**src/rtl/app_wr_buf_arb_pkg.sv**
```systemverilog
// Shared definitions for the app write-buffer arbiter.
//   - default requester count and beat-counter width
//   - state encoding of the arbiter FSM
package app_wr_buf_arb_pkg;

    localparam int unsigned WR_BUF_NUM_REQ_DEF    = 4;
    localparam int unsigned WR_BUF_BEAT_CNT_W_DEF = 16;

    typedef enum logic [1:0] {
        WB_ARB_IDLE = 2'd0,
        WB_ARB_REQ  = 2'd1,
        WB_ARB_DATA = 2'd2,
        WB_ARB_DONE = 2'd3
    } wb_arb_state_e;

endpackage

```
**src/rtl/rr_arbiter_ptr.sv**
```systemverilog
// Combinational round-robin pick.
// Ports:
//   req_i      - request vector, one bit per requester
//   rr_ptr_i   - highest-priority index for this pick
//   gnt_oh_o   - one-hot winner (all zero when nobody requests)
//   gnt_idx_o  - binary index of the winner (0 when nobody requests)
module rr_arbiter_ptr #(
    parameter int unsigned NUM_REQ   = 4,
    parameter int unsigned REQ_IDX_W = $clog2(NUM_REQ)
) (
    input  logic [NUM_REQ-1:0]   req_i,
    input  logic [REQ_IDX_W-1:0] rr_ptr_i,
    output logic [NUM_REQ-1:0]   gnt_oh_o,
    output logic [REQ_IDX_W-1:0] gnt_idx_o
);

    always_comb begin
        int unsigned j;
        logic        found;
        j         = 0;
        found     = 1'b0;
        gnt_oh_o  = '0;
        gnt_idx_o = '0;
        // Scan from rr_ptr upward, wrapping at NUM_REQ; first hit wins.
        for (int unsigned k = 0; k < NUM_REQ; k++) begin
            j = 32'(rr_ptr_i) + k;
            if (j >= NUM_REQ) begin
                j = j - NUM_REQ;
            end
            if (!found && req_i[j[REQ_IDX_W-1:0]]) begin
                found                        = 1'b1;
                gnt_oh_o[j[REQ_IDX_W-1:0]]   = 1'b1;
                gnt_idx_o                    = j[REQ_IDX_W-1:0];
            end
        end
    end

endmodule

```
**src/rtl/app_wr_buf_arb.sv**
```systemverilog
// Shares one wr_buf engine between NUM_REQ app controllers. A winner is
// chosen round-robin and owns the engine from grant until its completion
// handshake; request, payload and completion channels of the owner are
// routed straight through, all other requesters see rdy/done low.
// Ports:
//   clk, rst_n                       - clock, synchronous active-low reset
//   src_wr_buf_req_* / wr_buf_src_*  - per-requester request/payload/done
//   arb_wr_buf_* / wr_buf_arb_*      - shared engine side handshakes
//   arb_grant_idx, arb_grant_val     - current owner (payload mux select)
//   arb_beat_cnt                     - payload beats accepted this transaction
//
// state | meaning
// IDLE  | no owner; arbitrate among req_val, nothing ready
// REQ   | owner's request forwarded to engine
// DATA  | owner's payload beats forwarded, beats counted
// DONE  | engine completion forwarded to owner; pointer advances on handshake
module app_wr_buf_arb
    import app_wr_buf_arb_pkg::*;
#(
    parameter int unsigned NUM_REQ    = WR_BUF_NUM_REQ_DEF,
    parameter int unsigned REQ_IDX_W  = $clog2(NUM_REQ),
    parameter int unsigned BEAT_CNT_W = WR_BUF_BEAT_CNT_W_DEF
) (
    input  logic                  clk,
    input  logic                  rst_n,
    input  logic [NUM_REQ-1:0]    src_wr_buf_req_val,
    output logic [NUM_REQ-1:0]    wr_buf_src_req_rdy,
    input  logic [NUM_REQ-1:0]    src_wr_buf_req_data_val,
    input  logic [NUM_REQ-1:0]    src_wr_buf_req_data_last,
    output logic [NUM_REQ-1:0]    wr_buf_src_req_data_rdy,
    output logic [NUM_REQ-1:0]    wr_buf_src_req_done,
    input  logic [NUM_REQ-1:0]    src_wr_buf_done_rdy,
    output logic                  arb_wr_buf_req_val,
    input  logic                  wr_buf_arb_req_rdy,
    output logic                  arb_wr_buf_req_data_val,
    input  logic                  wr_buf_arb_req_data_rdy,
    input  logic                  wr_buf_arb_req_done,
    output logic                  arb_wr_buf_done_rdy,
    output logic [REQ_IDX_W-1:0]  arb_grant_idx,
    output logic                  arb_grant_val,
    output logic [BEAT_CNT_W-1:0] arb_beat_cnt
);

    wb_arb_state_e         state_q;
    logic [REQ_IDX_W-1:0]  rr_ptr_q;
    logic [REQ_IDX_W-1:0]  rr_ptr_d;
    logic [REQ_IDX_W-1:0]  grant_idx_q;
    logic                  grant_val_q;
    logic [BEAT_CNT_W-1:0] beat_cnt_q;

    logic [NUM_REQ-1:0]    arb_oh;
    logic [REQ_IDX_W-1:0]  arb_idx;
    logic                  req_hs;
    logic                  data_hs;
    logic                  done_hs;

    rr_arbiter_ptr #(
        .NUM_REQ   (NUM_REQ),
        .REQ_IDX_W (REQ_IDX_W)
    ) u_rr_arbiter_ptr (
        .req_i     (src_wr_buf_req_val),
        .rr_ptr_i  (rr_ptr_q),
        .gnt_oh_o  (arb_oh),
        .gnt_idx_o (arb_idx)
    );

    assign req_hs  = src_wr_buf_req_val[grant_idx_q] & wr_buf_arb_req_rdy;
    assign data_hs = src_wr_buf_req_data_val[grant_idx_q] & wr_buf_arb_req_data_rdy;
    assign done_hs = wr_buf_arb_req_done & src_wr_buf_done_rdy[grant_idx_q];

    assign rr_ptr_d = (grant_idx_q == REQ_IDX_W'(NUM_REQ - 1)) ? '0 : grant_idx_q + 1'b1;

    always_ff @(posedge clk) begin
        if (!rst_n) begin
            state_q     <= WB_ARB_IDLE;
            rr_ptr_q    <= '0;
            grant_idx_q <= '0;
            grant_val_q <= 1'b0;
            beat_cnt_q  <= '0;
        end else begin
            case (state_q)
                WB_ARB_IDLE: begin
                    if (|arb_oh) begin
                        grant_idx_q <= arb_idx;
                        grant_val_q <= 1'b1;
                        beat_cnt_q  <= '0;
                        state_q     <= WB_ARB_REQ;
                    end
                end
                WB_ARB_REQ: begin
                    if (req_hs) begin
                        state_q <= WB_ARB_DATA;
                    end
                end
                WB_ARB_DATA: begin
                    if (data_hs) begin
                        if (beat_cnt_q != {BEAT_CNT_W{1'b1}}) begin
                            beat_cnt_q <= beat_cnt_q + 1'b1;
                        end
                        if (src_wr_buf_req_data_last[grant_idx_q]) begin
                            state_q <= WB_ARB_DONE;
                        end
                    end
                end
                WB_ARB_DONE: begin
                    if (done_hs) begin
                        rr_ptr_q    <= rr_ptr_d;
                        grant_val_q <= 1'b0;
                        state_q     <= WB_ARB_IDLE;
                    end
                end
                default: state_q <= WB_ARB_IDLE;
            endcase
        end
    end

    // Handshake routing. Gated by rst_n so nothing is offered during the
    // reset cycle itself, even when reset lands mid-transaction.
    always_comb begin
        wr_buf_src_req_rdy      = '0;
        wr_buf_src_req_data_rdy = '0;
        wr_buf_src_req_done     = '0;
        arb_wr_buf_req_val      = 1'b0;
        arb_wr_buf_req_data_val = 1'b0;
        arb_wr_buf_done_rdy     = 1'b0;
        if (rst_n) begin
            case (state_q)
                WB_ARB_REQ: begin
                    arb_wr_buf_req_val              = src_wr_buf_req_val[grant_idx_q];
                    wr_buf_src_req_rdy[grant_idx_q] = wr_buf_arb_req_rdy;
                end
                WB_ARB_DATA: begin
                    arb_wr_buf_req_data_val              = src_wr_buf_req_data_val[grant_idx_q];
                    wr_buf_src_req_data_rdy[grant_idx_q] = wr_buf_arb_req_data_rdy;
                end
                WB_ARB_DONE: begin
                    wr_buf_src_req_done[grant_idx_q] = wr_buf_arb_req_done;
                    arb_wr_buf_done_rdy              = src_wr_buf_done_rdy[grant_idx_q];
                end
                default: ;
            endcase
        end
    end

    assign arb_grant_idx = grant_idx_q;
    assign arb_grant_val = grant_val_q & rst_n;
    assign arb_beat_cnt  = beat_cnt_q;

endmodule

```
**config.mk**
```make
export PLATFORM = sky130hd
export DESIGN_NAME = app_wr_buf_arb
export DESIGN_NICKNAME = d
export VERILOG_FILES = /design/src/rtl/app_wr_buf_arb_pkg.sv /design/src/rtl/rr_arbiter_ptr.sv /design/src/rtl/app_wr_buf_arb.sv
export SDC_FILE = /design/constraint.sdc
export NUM_CORES = 1
export LEC_CHECK = 0
export ABC_AREA = 1
export BUFFER_PORTS_ARGS = -buffer_cell sky130_fd_sc_hd__buf_2
export CAP_MARGIN = 20
export CELL_PAD_IN_SITES_DETAIL_PLACEMENT = 1
export CELL_PAD_IN_SITES_GLOBAL_PLACEMENT = 1
export CORE_AREA = 5 5 93 95
export CTS_CLUSTER_SIZE = 25
export DETAILED_ROUTE_END_ITERATION = 16
export DIE_AREA = 0 0 98 100
export GPL_TIMING_DRIVEN = 0
export PLACE_DENSITY_LB_ADDON = 0.08
export SLEW_MARGIN = 0
export SYNTH_ARGS = -nofsm -noshare
export SYNTH_HDL_FRONTEND = slang
export SYNTH_SLANG_ARGS = --single-unit
```
**constraint.sdc**
```tcl
create_clock -name clk -period 2.7 [get_ports clk]
set_clock_uncertainty 0.15 [all_clocks]
set_input_delay 0.405 -clock clk [delete_from_list [all_inputs] [get_ports clk]]
set_output_delay 0.405 -clock clk [all_outputs]
set_load 0.03 [all_outputs]
```
Word-level counts from Yosys, hierarchy flattened:

Index checks and enable logic that the tools add are counted.

* register bits after elaboration: 23
* bits in latches: 0
* RAM bits: 0
* bits in read-only memories: 0
* input port bits: 21
* output and inout bits: 34
* logic and storage cells: 136
* memories kept: 0

* $add $sub $neg: 9
* multiply operators: 0
* divide/modulo/power cells: 0
* magnitude comparators: 14
* eq/ne operators: 11
* shifts and indexed selects: 0
* muxes and demuxes: 67
* bitwise logic cells: 10
* reductions and logical operators: 20

Operator list (count)
* two-way mux 16 bit: 3
* two-way mux 4 bit: 10
* one-hot mux 16 bit (2 select lines): 1
* two-way mux 2 bit: 14
* two-way mux 1 bit: 24
* adder 16 x 1 -> 16 bit (second input constant): 1
* binary-select mux 1 bit (select 2 bit): 8
* != test 16 bit (second input constant): 1
* < comparator 2 x 3 -> 1 bit (second input constant): 5
* AND 4 bit: 3
* != test 2 bit (second input constant): 6
* bitwise OR 4 bit: 3
* demux 1 bit (select 2 bit): 5
* >= comparator 2 x 1 -> 1 bit (second input constant): 5
* >= comparator 3 bit (second input constant): 3
* logical AND 1 bit: 8
* one-hot mux 2 bit (4 select lines): 1
* subtractor 2 x 1 -> 2 bit (second input constant): 4
* adder 2 x 2 -> 3 bit (second input constant): 2
* equality test 2 bit (second input constant): 3
* AND reduction 5 bit: 1
* AND 1 bit: 4
* AND reduction 2 bit: 2
* AND reduction 4 bit: 1
* 10 further kinds: 13

Longest topological paths before layout:

Gate-level depths: netlist of run 1.

* word-level depth: 17
* gate-level depth with buffers: 14
* mapped depth without buffers: 14

Modules after synthesis:

Synthesis of run 1 repeated with hierarchy kept, for this count alone.

* cell total of the unflattened synthesis: 360
* area total of the unflattened synthesis: 2205.9 µm²

Modules (own cells, without submodules)
* app_wr_buf_arb: times used 1, cells an instance 287, area each 1766.7 µm², sequential area each 460.4 µm²
* rr_arbiter_ptr: times used 1, cells an instance 73, area each 439.2 µm², sequential area each 0.0 µm²

Worst setup path after synthesis of run 1:

Ideal clock, no wire load.

* path kind: reg2reg
* from: reg rr_ptr_q[0]
* to: reg beat_cnt_q[10] (netlist: arb_beat_cnt[10])
* setup time: 141 ps
* data arrival time: 1973 ps
* data required time: 2409 ps
* slack: 436 ps
* stages on the path, launching flop included: 14
* buffers on the path: 1
* period minus slack after synthesis: 2264 ps
* cells stage by stage: dfxtp_1 inv_2 ha_1 inv_1 nand3_2 nand2_2 inv_2 o21ai_2 nand2_2 nand3_4 nand3_4 buf_12 nand2_2 a21oi_2

* word-level cells in the longest chain between the ends: 17
* elaborated cells on any way between the ends: 62
* classes of those cells: add/sub: 7; order compare: 12; eq/ne: 1; mux: 27; bitwise: 3; reduce/logical: 12

RTL lines
* start, declared: line app_wr_buf_arb.sv:45 `logic [REQ_IDX_W-1:0] rr_ptr_q;`
* start signal, assigned: line app_wr_buf_arb.sv:107 `rr_ptr_q <= rr_ptr_d;`
* branches (longest 13 deep; another with adder 2 x 1 -> 3 bit)
* two-way mux 4 bit *: line rr_arbiter_ptr.sv:30 `if (!found && req_i[j[REQ_IDX_W-1:0]]) begin`
* OR reduction 4 bit *: line app_wr_buf_arb.sv:83 `if (|arb_oh) begin`
* != test 2 bit (no line) *
* AND reduction 4 bit (no line) *
* end signal, assigned: line app_wr_buf_arb.sv:98 `beat_cnt_q <= beat_cnt_q + 1'b1;`
* end, declared: line app_wr_buf_arb.sv:49 `logic [BEAT_CNT_W-1:0] beat_cnt_q;`

Mark *: on every way between the ends. The select of a mux whose other input is x is not followed.
A chain may end at the register's enable or synchronous reset.

Final worst setup path of run 1:

* from: reg rr_ptr_q[0]
* to: reg beat_cnt_q[12] (netlist: arb_beat_cnt[12])

The elaborated chain is that of the path after synthesis.

==> results of run 1 <==
==> synth_stat cells, types with 2 or more instances <==
| library cell | instances |
|---|---|
| clkbuf_1 | 4 |
| xor2_1 | 11 |
| a21oi_2 | 8 |
| nand4_1 | 18 |
| nand2_1 | 66 |
| clkinv_1 | 2 |
| dfxtp_1 | 23 |
| a21oi_1 | 14 |
| nand3_1 | 17 |
| o211ai_1 | 2 |
| nand3_4 | 2 |
| nor2_1 | 55 |
| o21ai_2 | 4 |
| o21ai_0 | 9 |
| a211oi_1 | 2 |
| inv_2 | 2 |
| nand3_2 | 2 |
| inv_1 | 28 |
| nand2_2 | 15 |
| nor3_1 | 7 |
| ha_1 | 15 |
==> layer usage <==
metal / part of all wire (%) / vias up / routed length (um) / GRT usage, %
met5: 0 / - / 0 / 0
met4: 0.36 / 0 / 25 / 1.278
met3: 4.5 / 5 / 309 / 2.780
met1: 52 / 1036 / 3588 / 21.24
li1: - / 1159 / - / -
met2: 43 / 42 / 3003 / 22.83
==> worst paths after layout <==
kind	cells after the start	end
worst max-delay path	13	arb_beat_cnt[12]$_SDFFE_PN0P_
worst min-delay path	2	arb_beat_cnt[5]$_SDFFE_PN0P_
worst max register to register	13	arb_beat_cnt[12]$_SDFFE_PN0P_
worst min register to register	2	arb_beat_cnt[5]$_SDFFE_PN0P_
==> layout by cell type (no fill, tap or decap), drive strengths merged <==
| cell type | synthesis | layout |
|---|---|---|
| ha | 15 | 15 |
| a211oi | 2 | 2 |
| nand4 | 19 | 19 |
| xor2 | 11 | 11 |
| nand3 | 21 | 21 |
| nor2 | 55 | 55 |
| clkbuf | 4 | 7 |
| and3 | 1 | 1 |
| xnor2 | 1 | 1 |
| nand2 | 82 | 82 |
| o22ai | 1 | 1 |
| inv | 31 | 31 |
| nor3b | 1 | 1 |
| dfxtp | 23 | 23 |
| o21ai | 13 | 13 |
| buf | 5 | 59 |
| o211ai | 2 | 2 |
| clkinv | 2 | 3 |
| a32o | 1 | 1 |
| nor3 | 7 | 7 |
| a21oi | 22 | 22 |
==> cell families (layout without fill, tap and decap cells) <==
kind of cell	after synthesis	in the layout	share of synthesized area, %
simple gates	186	186	41.95
buf+inv	42	100	9.074
compound gates	41	41	12.80
flops	23	23	22.12
fa+ha+maj	15	15	9.014
xor+xnor	12	12	5.048
==> flip-flops by register name, summed over array words and instances (netlist names) <==
| signal | count |
|---|---|
| arb_beat_cnt | 16 |
| arb_grant_idx | 2 |
| rr_ptr_q | 2 |
| state_q | 2 |
| grant_val_q | 1 |
==> power breakdown <==
group | switching (mW) | internal, mW
sequential | 0.0456 | 0.377
combinational | 0.703 | 0.310
clock | 0.119 | 0.103
total | 0.868 | 0.790
==> worst min-delay path, stage by stage, from the launching register on <==
cell and delay [ps]:
dfxtp_1 340, nand2_1 70, a21oi_1 50
==> area by class of cell <==
cell class / instances / area (um^2)
Buffer: 9 / 63.81
Clock inverter: 1 / 5.005
Tap cell: 102 / 127.6
Clock buffer: 3 / 41.29
Timing Repair Buffer: 54 / 270.3
Fill cell: 1019 / 5115
Inverter: 33 / 126.4
Multi-Input combinational cell: 254 / 1433
Sequential cell: 23 / 465.4
==> metrics by stage <==
stage	hold slack [ps]	setup slack [ps]	cells	power, mW	instance area (um^2)
final	351.3	264.5	479	1.658	2532
after global routing	383.5	63.37	479	1.817	2532
after CTS	358.2	101.0	479	1.691	2527
after detailed placement	343.4	-14.30	475	1.456	2480
after global placement	339.1	-8.195	475	1.445	2480
after floorplan	405.1	436.2	319	1.156	2082
==> impl_metrics.py, run 1 <==
metrics = {
    "floorplanning": {
        "die-area_um2": 9800,
        "design.core.area_um2": 7647,
        "initial_core_util_pct": 27.23,
        "std_cell_rows": 32,
        "die-width_um": 98,
        "die_h_um": 100,
        "io_pins": 55,
    },
    "placement": {
        "io_buffers": 54,
        "place_congestion": 0.7756,
        "dp.final_hpwl_mm": 5.572,
    },
    "yosys": {
        "synthCells": 319,
        "yosys_warnings": 0,
        "yosysUniqueCellTypes": 34,
        "syn-num-nets": 355,
        "avgSynthCellArea_um2": 6.527,
        "syn-cell-area_um2": 2082,
        "ys_seq_elements": 23,
        "synth_top_area_cell": "dfxtp_1",
        "synth_flop_cell": "dfxtp_1",
        "async_reset_ff_share_pct": 0,
        "synth-edff-count": 0,
        "synth_seq_area_share_pct": 22.12,
        "synth_top_area_share_pct": 22.12,
        "synth_area_leaders": "dfxtp_1, nand2_1, nor2_1",
    },
    "cts": {
        "clock-sinks": 23,
        "cts_setup_buffers": 0,
        "cts-root-buf": "clkbuf_8",
        "cts_inserted_buffers": 3,
        "clk_latency_ps": 270,
        "htreeDepth": 1,
        "cts_resized": 1,
        "cts_tree": "done",
        "clk_pin_slew_ps": 90,
        "cts_hold_buf": 0,
        "clock_path_buffers": 2,
    },
    "grt": {
        "overflow": 0,
        "grt_max_degree": 14,
        "grt_pass1_vias": 2278,
        "grt.total_usage_pct": 14.48,
        "grt_pass1_wl_mm": 11.65,
        "grt_antenna_before_repair": 0,
    },
    "power": {
        "max-vdd-ir-drop_v": 0.0002350,
        "leakage_nw": 1.084,
        "power.density_nw_per_um2": 654.6,
    },
    "hold_path": {
        "hp-start": "arb_beat_cnt[5]$_SDFFE_PN0P_",
        "hold_path.class": "flip-flop to flip-flop",
    },
    "cells_and_area": {
        "antenna-diode-count": 0,
        "drive_gt1_share_pct": 26.79,
        "fin_util_pct": 33.12,
        "syn_to_final_growth_pct": 21.63,
        "fin_nets": 414,
    },
    "setup_path": {
        "worst_path_max_delay_cell": "dfxtp_4",
        "max_stage_delay_ps": 430,
        "rr_startpoint": "rr_ptr_q[0]$_SDFFE_PN0P_",
        "worstSetupEndpointType": "flip-flop",
        "crit_chain": "inv_2 > ha_1 > inv_1 > nand3_2 > nand2_2 > nand4_2 > nand2_2 > nand2_4 > nand3_4 > nand3_4 > buf_12 > nand2_2 > a21oi_2",
        "cp_max_fo": 10,
        "path_buf_inv": 3,
        "cpMostUsedCell": "nand2_2",
        "critical_path_arrival_ps": 2420,
        "startpoint_type": "flip-flop",
        "crit_family": "simple AND/OR/NAND/NOR gates",
        "startpoint": "rr_ptr_q[0]$_SDFFE_PN0P_",
        "rrSetupSlack_ps": 260,
        "path_class": "flip-flop to flip-flop",
        "required_ps": 2680,
    },
    "timing": {
        "rsz0062_at_grt": "no",
        "hold_viol": 0,
        "slew_viol_final": 0,
        "fin_crit_ps": 2435,
        "setup-tns-final_ps": 0,
        "finalCritPeriodShare_pct": 90.20,
        "tightest_slew_ps": 761.5,
        "fmaxAchievable_mhz": 410.6,
        "final-setup-viol-count": 0,
        "relSlewSlack_pct": 49.24,
    },
    "drt": {
        "drt_iter0_drc": 64,
        "routed_wl_mm": 6.926,
        "wl_per_cell_um": 14.46,
        "dr.pass1.iters": 4,
        "ant_nets": 0,
        "vias": 2242,
        "via_per_inst": 4.681,
        "drc": 0,
    },
    "job": {
        "max_cap_viol_count": 0,
    },
    "outcome": {
        "status": "completed",
    },
}
Power figures use the tool's default switching activity.
==> run 2: changes to the inputs <==
--- a/config.mk
+++ b/config.mk
@@ -10,13 +10,14 @@
 export CAP_MARGIN = 20
 export CELL_PAD_IN_SITES_DETAIL_PLACEMENT = 1
 export CELL_PAD_IN_SITES_GLOBAL_PLACEMENT = 1
-export CORE_AREA = 5 5 93 95
+export CORE_AREA = 5 5 95 97
 export CTS_CLUSTER_SIZE = 25
 export DETAILED_ROUTE_END_ITERATION = 16
-export DIE_AREA = 0 0 98 100
+export DIE_AREA = 0 0 100 102
 export GPL_TIMING_DRIVEN = 0
 export PLACE_DENSITY_LB_ADDON = 0.08
 export SLEW_MARGIN = 0
 export SYNTH_ARGS = -nofsm -noshare
 export SYNTH_HDL_FRONTEND = slang
+export SYNTH_HIERARCHICAL = 1
 export SYNTH_SLANG_ARGS = --single-unit
==> run 2 against run 1 <==
Compared with the run above: routed wire length rose by 6.4%; via count rose by 12%; cell count rose by 11%; first-iteration DRC count rose by 7.8%; fmax fell by 2.3%; critical endpoint is now arb_beat_cnt[8]$_SDFFE_PN0P_.
==> impl_metrics.py, run 2 <==
metrics = {
    "yosys": {
        "synth_area_leaders": "dfxtp_1, nand2_1, nand3_1",
        "async_reset_ff_share_pct": 0,
        "synthCells": 360,
        "synth_top_area_share_pct": 20.87,
        "ys_seq_elements": 23,
        "synth_top_area_cell": "dfxtp_1",
        "yosysUniqueCellTypes": 34,
        "synth-edff-count": 0,
        "avgSynthCellArea_um2": 6.127,
        "synth_seq_area_share_pct": 20.87,
        "yosys_warnings": 6,
        "syn-num-nets": 395,
        "netlist_top_cells_count": "nand2_1, nor2_1, nand3_1",
        "post-synth-top-count-cell": "nand2_1",
        "syn-cell-area_um2": 2206,
        "synth_flop_cell": "dfxtp_1",
    },
    "cells_and_area": {
        "ff_latch_area_um2": 467.9,
        "fillers": 1112,
        "antenna-diode-count": 0,
        "final_cell_mix": "nand2_1, buf_2, nand3_1",
        "layoutNonFillerInstCount": 533,
        "multi_input_comb_area_um2": 1544,
        "drive_gt1_share_pct": 26.87,
        "largest_reg_flops": 16,
        "final_area_um2": 2773,
        "fin_nets": 464,
        "fin_util_pct": 34.44,
        "final_common_cell": "nand2_1",
        "syn_to_final_growth_pct": 25.69,
    },
    "timing": {
        "tightest_slew_ps": 582.5,
        "final-setup-viol-count": 0,
        "slew_viol_final": 0,
        "hold_viol": 0,
        "fin_crit_ps": 2493,
        "fmaxAchievable_mhz": 401.1,
        "setup-tns-final_ps": 0,
        "relSlewSlack_pct": 61.17,
        "finalCritPeriodShare_pct": 92.33,
    },
    "setup_path": {
        "crit_family": "simple AND/OR/NAND/NOR gates",
        "rrSetupSlack_ps": 210,
        "startpoint_type": "flip-flop",
        "crit_chain": "inv_2 > ha_4 > inv_1 > nand2_1 > nand2_2 > nor2_4 > buf_6 > nand4_1 > nand3_1 > nor2_2 > nand2_1 > nor2_4 > a21oi_4 > clkbuf_4 > nand3_1 > a21oi_1",
        "critical_path_arrival_ps": 2540,
        "path_class": "flip-flop to flip-flop",
        "r2r_end": "arb_beat_cnt[8]$_SDFFE_PN0P_",
        "cp_max_fo": 9,
        "required_ps": 2750,
        "worst_path_max_delay_cell": "dfxtp_4",
        "path_buf_inv": 4,
        "rr_worst_depth": 16,
        "max_stage_delay_ps": 390,
        "worstSetupEndpointType": "flip-flop",
        "rr_startpoint": "rr_ptr_q[1]$_SDFFE_PN0P_",
    },
    "drt": {
        "dr.pass1.iters": 4,
        "routed_wl_mm": 7.368,
        "drt_iter0_drc": 69,
        "wl_per_cell_um": 13.82,
        "via_per_inst": 4.705,
        "drc": 0,
        "vias": 2508,
        "ant_nets": 0,
    },
    "grt": {
        "grt_pass1_vias": 2415,
        "overflow": 0,
        "grt_max_degree": 13,
        "grt.total_usage_pct": 14.12,
        "grt_antenna_before_repair": 0,
        "grt_pass1_wl_mm": 11.78,
    },
    "hold_path": {
        "min_to": "grant_val_q$_SDFFE_PN0P_",
        "hold_depth": 3,
        "hold_path.class": "input port to flip-flop",
        "hp-start": "rst_n",
    },
    "floorplanning": {
        "die_h_um": 102,
        "die-area_um2": 10200,
        "std_cell_rows": 33,
        "io_pins": 55,
        "die-width_um": 100,
        "initial_core_util_pct": 27.40,
        "design.core.area_um2": 8051,
    },
    "cts": {
        "clock_path_buffers": 2,
        "htreeDepth": 1,
        "clock-sinks": 23,
        "clk_pin_slew_ps": 90,
        "cts_inserted_buffers": 3,
        "cts_hold_buf": 0,
        "cts_tree": "done",
        "clk_latency_ps": 270,
        "cts-root-buf": "clkbuf_8",
    },
    "placement": {
        "placed_area_um2": 2608,
        "place_congestion": 0.7819,
        "dp.final_hpwl_mm": 5.652,
        "dp.cells": 519,
        "io_buffers": 54,
    },
    "power": {
        "finalPower_mw": 2.058,
        "leakage_nw": 1.335,
        "max-vdd-ir-drop_v": 0.0002919,
        "power.density_nw_per_um2": 742.2,
    },
    "outcome": {
        "status": "completed",
    },
    "job": {
        "max_cap_viol_count": 0,
    },
}
-- run 2: timing repair --
item,in CTS,in global routing
gates resized for setup,5,9
gates cloned,0,1
buffers inserted,2,7
pin swaps,0,1
endpoints found under the setup margin,19,19
-- run 2: where the power goes --
part	leakage [nW]	switching (mW)	internal, mW
Clock	0.0228	0.120	0.106
Combinational	1.12	0.895	0.451
Sequential	0.189	0.0787	0.408
Total	1.33	1.09	0.964
-- run 2: logic make-up after synthesis --
kind of cell    count (synthesis)  synth area share [%]
simple gates                  226                 47.87
buf+inv                        51                 10.72
compound gates                 44                 11.80
flops                          23                 20.87
fa+ha+maj                      14                 7.941
xor+xnor                        2                0.7942
-- run 2: worst max-delay path by stage --
| stage | from | to | slack [ps] | cells past startpoint |
|---|---|---|---|---|
| after floorplan | rr_ptr_q[0]$_SDFFE_PN0P_ | arb_beat_cnt[14]$_SDFFE_PN0P_ | 170 | 18 |
| after global placement | rr_ptr_q[0]$_SDFFE_PN0P_ | arb_beat_cnt[11]$_SDFFE_PN0P_ | -380 | 17 |
| after detailed placement | rr_ptr_q[0]$_SDFFE_PN0P_ | arb_beat_cnt[10]$_SDFFE_PN0P_ | -360 | 17 |
| after CTS | rr_ptr_q[0]$_SDFFE_PN0P_ | arb_beat_cnt[6]$_SDFFE_PN0P_ | -10 | 16 |
| after global routing | rr_ptr_q[1]$_SDFFE_PN0P_ | arb_beat_cnt[9]$_SDFFE_PN0P_ | -30 | 17 |
| final | rr_ptr_q[1]$_SDFFE_PN0P_ | arb_beat_cnt[8]$_SDFFE_PN0P_ | 210 | 16 |
-- run 2: per-stage QoR --
stage | setup WS (ps) | hold slack (ps)
6_report | 207.1 | 313.4
5_1_grt | -28.00 | 331.8
4_1_cts | -14.97 | 301.5
3_5_place_dp | -362.6 | 360.8
3_3_place_gp | -382.3 | 347.1
2_1_floorplan | 174.8 | 347.3
-- run 2: routing by layer --
metal | vias to the layer above | track usage, % | routed length, um
met5 | - | 0 | 0
met4 | 0 | 1.554 | 39
met3 | 2 | 1.843 | 295
met2 | 35 | 23.24 | 3337
met1 | 1170 | 20.39 | 3695
li1 | 1301 | - | -
-- run 2: cell type report --
| cell class | instances | area share [%] |
|---|---|---|
| Buffer | 8 | 2.437 |
| Clock buffer | 4 | 1.625 |
| Inverter | 43 | 6.182 |
| Multi-Input combinational cell | 286 | 55.69 |
| Sequential cell | 23 | 16.88 |
| Tap cell | 105 | 4.738 |
| Timing Repair Buffer | 64 | 12.45 |
-- run 2: worst min-delay path, cell delays in order --
cell and delay, ps:
buf_2 140, inv_1 70, o31ai_1 70
==> run 3: changes to the inputs <==
--- a/config.mk
+++ b/config.mk
@@ -14,8 +14,8 @@
 export CTS_CLUSTER_SIZE = 25
 export DETAILED_ROUTE_END_ITERATION = 16
 export DIE_AREA = 0 0 100 102
-export GPL_TIMING_DRIVEN = 0
 export PLACE_DENSITY_LB_ADDON = 0.08
+export REMOVE_ABC_BUFFERS = 1
 export SLEW_MARGIN = 0
 export SYNTH_ARGS = -nofsm -noshare
 export SYNTH_HDL_FRONTEND = slang
==> run 3 against run 2 <==
Compared with the run above: via count decreased by 0.96%; largest cell class unchanged; cell count decreased by 1.5%; sequential share of layout area increased by 0.28 points; cell area decreased by 3.2%; critical endpoint is now arb_beat_cnt[14]$_SDFFE_PN0P_; register-to-register slack improved by 30 ps; count of clock-buffer cells in the layout unchanged; worst hold slack improved by 44 ps; clock power increased by 4%; first-iteration DRC count increased by 10%; setup slack improved by 30 ps; core utilization decreased by 1.1 points.
==> impl_metrics.py, run 3 (synthesis gave the netlist of run 2 again) <==
metrics = {
    "outcome": {
        "status": "completed",
    },
    "setup_path": {
        "startpoint": "rr_ptr_q[1]$_SDFFE_PN0P_",
        "path_class": "flip-flop to flip-flop",
        "r2r_end": "arb_beat_cnt[14]$_SDFFE_PN0P_",
        "worstSetupEndpoint": "arb_beat_cnt[14]$_SDFFE_PN0P_",
        "rr_startpoint": "rr_ptr_q[1]$_SDFFE_PN0P_",
        "cp_max_fo": 7,
        "rr_worst_depth": 17,
        "startpoint_type": "flip-flop",
        "worstSetupEndpointType": "flip-flop",
        "rrSetupSlack_ps": 240,
        "critical_path_arrival_ps": 2530,
        "required_ps": 2770,
    },
    "floorplanning": {
        "io_pins": 55,
        "initial_core_util_pct": 27.40,
        "design.core.area_um2": 8051,
        "die-width_um": 100,
        "std_cell_rows": 33,
        "die_h_um": 102,
        "die-area_um2": 10200,
    },
    "drt": {
        "via_per_inst": 4.731,
        "dr.pass1.iters": 4,
        "wl_per_cell_um": 14.07,
        "drc": 0,
        "routed_wl_mm": 7.385,
        "vias": 2484,
        "drt_iter0_drc": 76,
        "ant_nets": 0,
    },
    "power": {
        "leakage_nw": 1.287,
        "power.density_nw_per_um2": 732.1,
        "max-vdd-ir-drop_v": 0.0001871,
    },
    "cells_and_area": {
        "fin_nets": 456,
        "largest_reg_flops": 16,
        "final_cell_mix": "nand2_1, buf_2, nand3_1",
        "final_common_cell": "nand2_1",
        "final_area_um2": 2684,
        "fin_util_pct": 33.33,
        "fillers": 1106,
        "antenna-diode-count": 0,
        "syn_to_final_growth_pct": 21.67,
        "drive_gt1_share_pct": 25.71,
    },
    "cts": {
        "clk_latency_ps": 280,
        "cts_inserted_buffers": 3,
        "clk_pin_slew_ps": 100,
        "htreeDepth": 1,
        "cts_tree": "done",
        "clock-sinks": 23,
        "cts-root-buf": "clkbuf_8",
        "clock_path_buffers": 2,
        "cts_setup_buffers": 0,
    },
    "grt": {
        "grt.total_usage_pct": 14.88,
        "grt_max_degree": 15,
        "grt_pass1_vias": 2533,
        "overflow": 0,
        "grt_pass1_wl_mm": 12.37,
        "grt_antenna_before_repair": 0,
    },
    "timing": {
        "fmaxAchievable_mhz": 406.1,
        "hold_viol": 0,
        "slew_viol_final": 0,
        "whs_ps": 357.9,
        "finalCritPeriodShare_pct": 91.20,
        "fin_ws_ps": 237.6,
        "setup-tns-final_ps": 0,
        "tightest_slew_ps": 448.7,
        "relSlewSlack_pct": 70.09,
        "final-setup-viol-count": 0,
        "fin_crit_ps": 2462,
    },
    "placement": {
        "post-place-ws_ps": 91.43,
        "dp.final_hpwl_mm": 5.910,
        "placed_area_um2": 2608,
        "place_congestion": 0.8329,
        "io_buffers": 54,
    },
    "hold_path": {
        "hold_path.class": "input port to flip-flop",
        "hold_depth": 3,
    },
    "job": {
        "max_cap_viol_count": 0,
    },
}
## run 3: changes by cell type in the layout (fill, tap and decap cells not counted), sizes merged
cell	change
buf	-6
clkbuf	-3
nor2	+1
## run 3: critical path: stages (launching register included)
cell and delay, ps:
dfxtp_1 350, inv_2 50, ha_2 370, inv_2 70
nand2_1 80, nand2_2 90, nor2_4 180, nand3_1 100
nand3_1 100, nor2_2 50, nand2_1 70, nor2_2 50
a21oi_4 200, nand2_4 120, buf_4 190, nand2_2 60
inv_1 40, a21oi_2 90
## run 3: worst min path at each step
stage	start	end	slack, ps
after floorplan	state_q[1]$_SDFFE_PN0P_	state_q[1]$_SDFFE_PN0P_	350
after global placement	arb_beat_cnt[8]$_SDFFE_PN0P_	arb_beat_cnt[8]$_SDFFE_PN0P_	360
after detailed placement	arb_beat_cnt[8]$_SDFFE_PN0P_	arb_beat_cnt[8]$_SDFFE_PN0P_	370
after CTS	rst_n	state_q[1]$_SDFFE_PN0P_	340
after global routing	rst_n	state_q[0]$_SDFFE_PN0P_	390
final	rst_n	state_q[1]$_SDFFE_PN0P_	360
## run 3: what timing repair did
action                                 4_1_cts  5_1_grt
hold buffers                                 0        0
endpoints found under the hold margin        0        0
setup endpoints to repair                    0       19
resized for setup                            0        8
## run 3: per-stage QoR
stage | power [mW] | instances
after floorplan | 1.319 | 352
after global routing | 2.146 | 525
after global placement | 1.726 | 520
after CTS | 1.973 | 524
after detailed placement | 1.732 | 520
final | 1.965 | 525
## run 3: area by class of cell
cell class | instances | area (um^2) | share of cell area [%]
clock buffer | 4 | 45.04 | 1.678
inverter | 43 | 168.9 | 6.294
multi-input combinational | 287 | 1540 | 57.39
sequential | 23 | 460.4 | 17.16
tap | 105 | 131.4 | 4.895
timing repair buffer | 63 | 337.8 | 12.59
## run 3: power breakdown
group          leakage [nW]  internal [mW]  switching, mW
Combinational          1.08          0.394          0.846
Clock                0.0228          0.106          0.127
Sequential            0.187          0.408         0.0843
Total                  1.29          0.908           1.06
## run 3: routing by layer
layer | GRT usage (%) | vias to the layer above | part of all wire [%]
met1 | 19.97 | 1173 | 49
met5 | 0 | - | 0
li1 | - | 1276 | -
met2 | 26.06 | 28 | 48
met3 | 1.092 | 7 | 1.8
met4 | 3.627 | 0 | 1.2
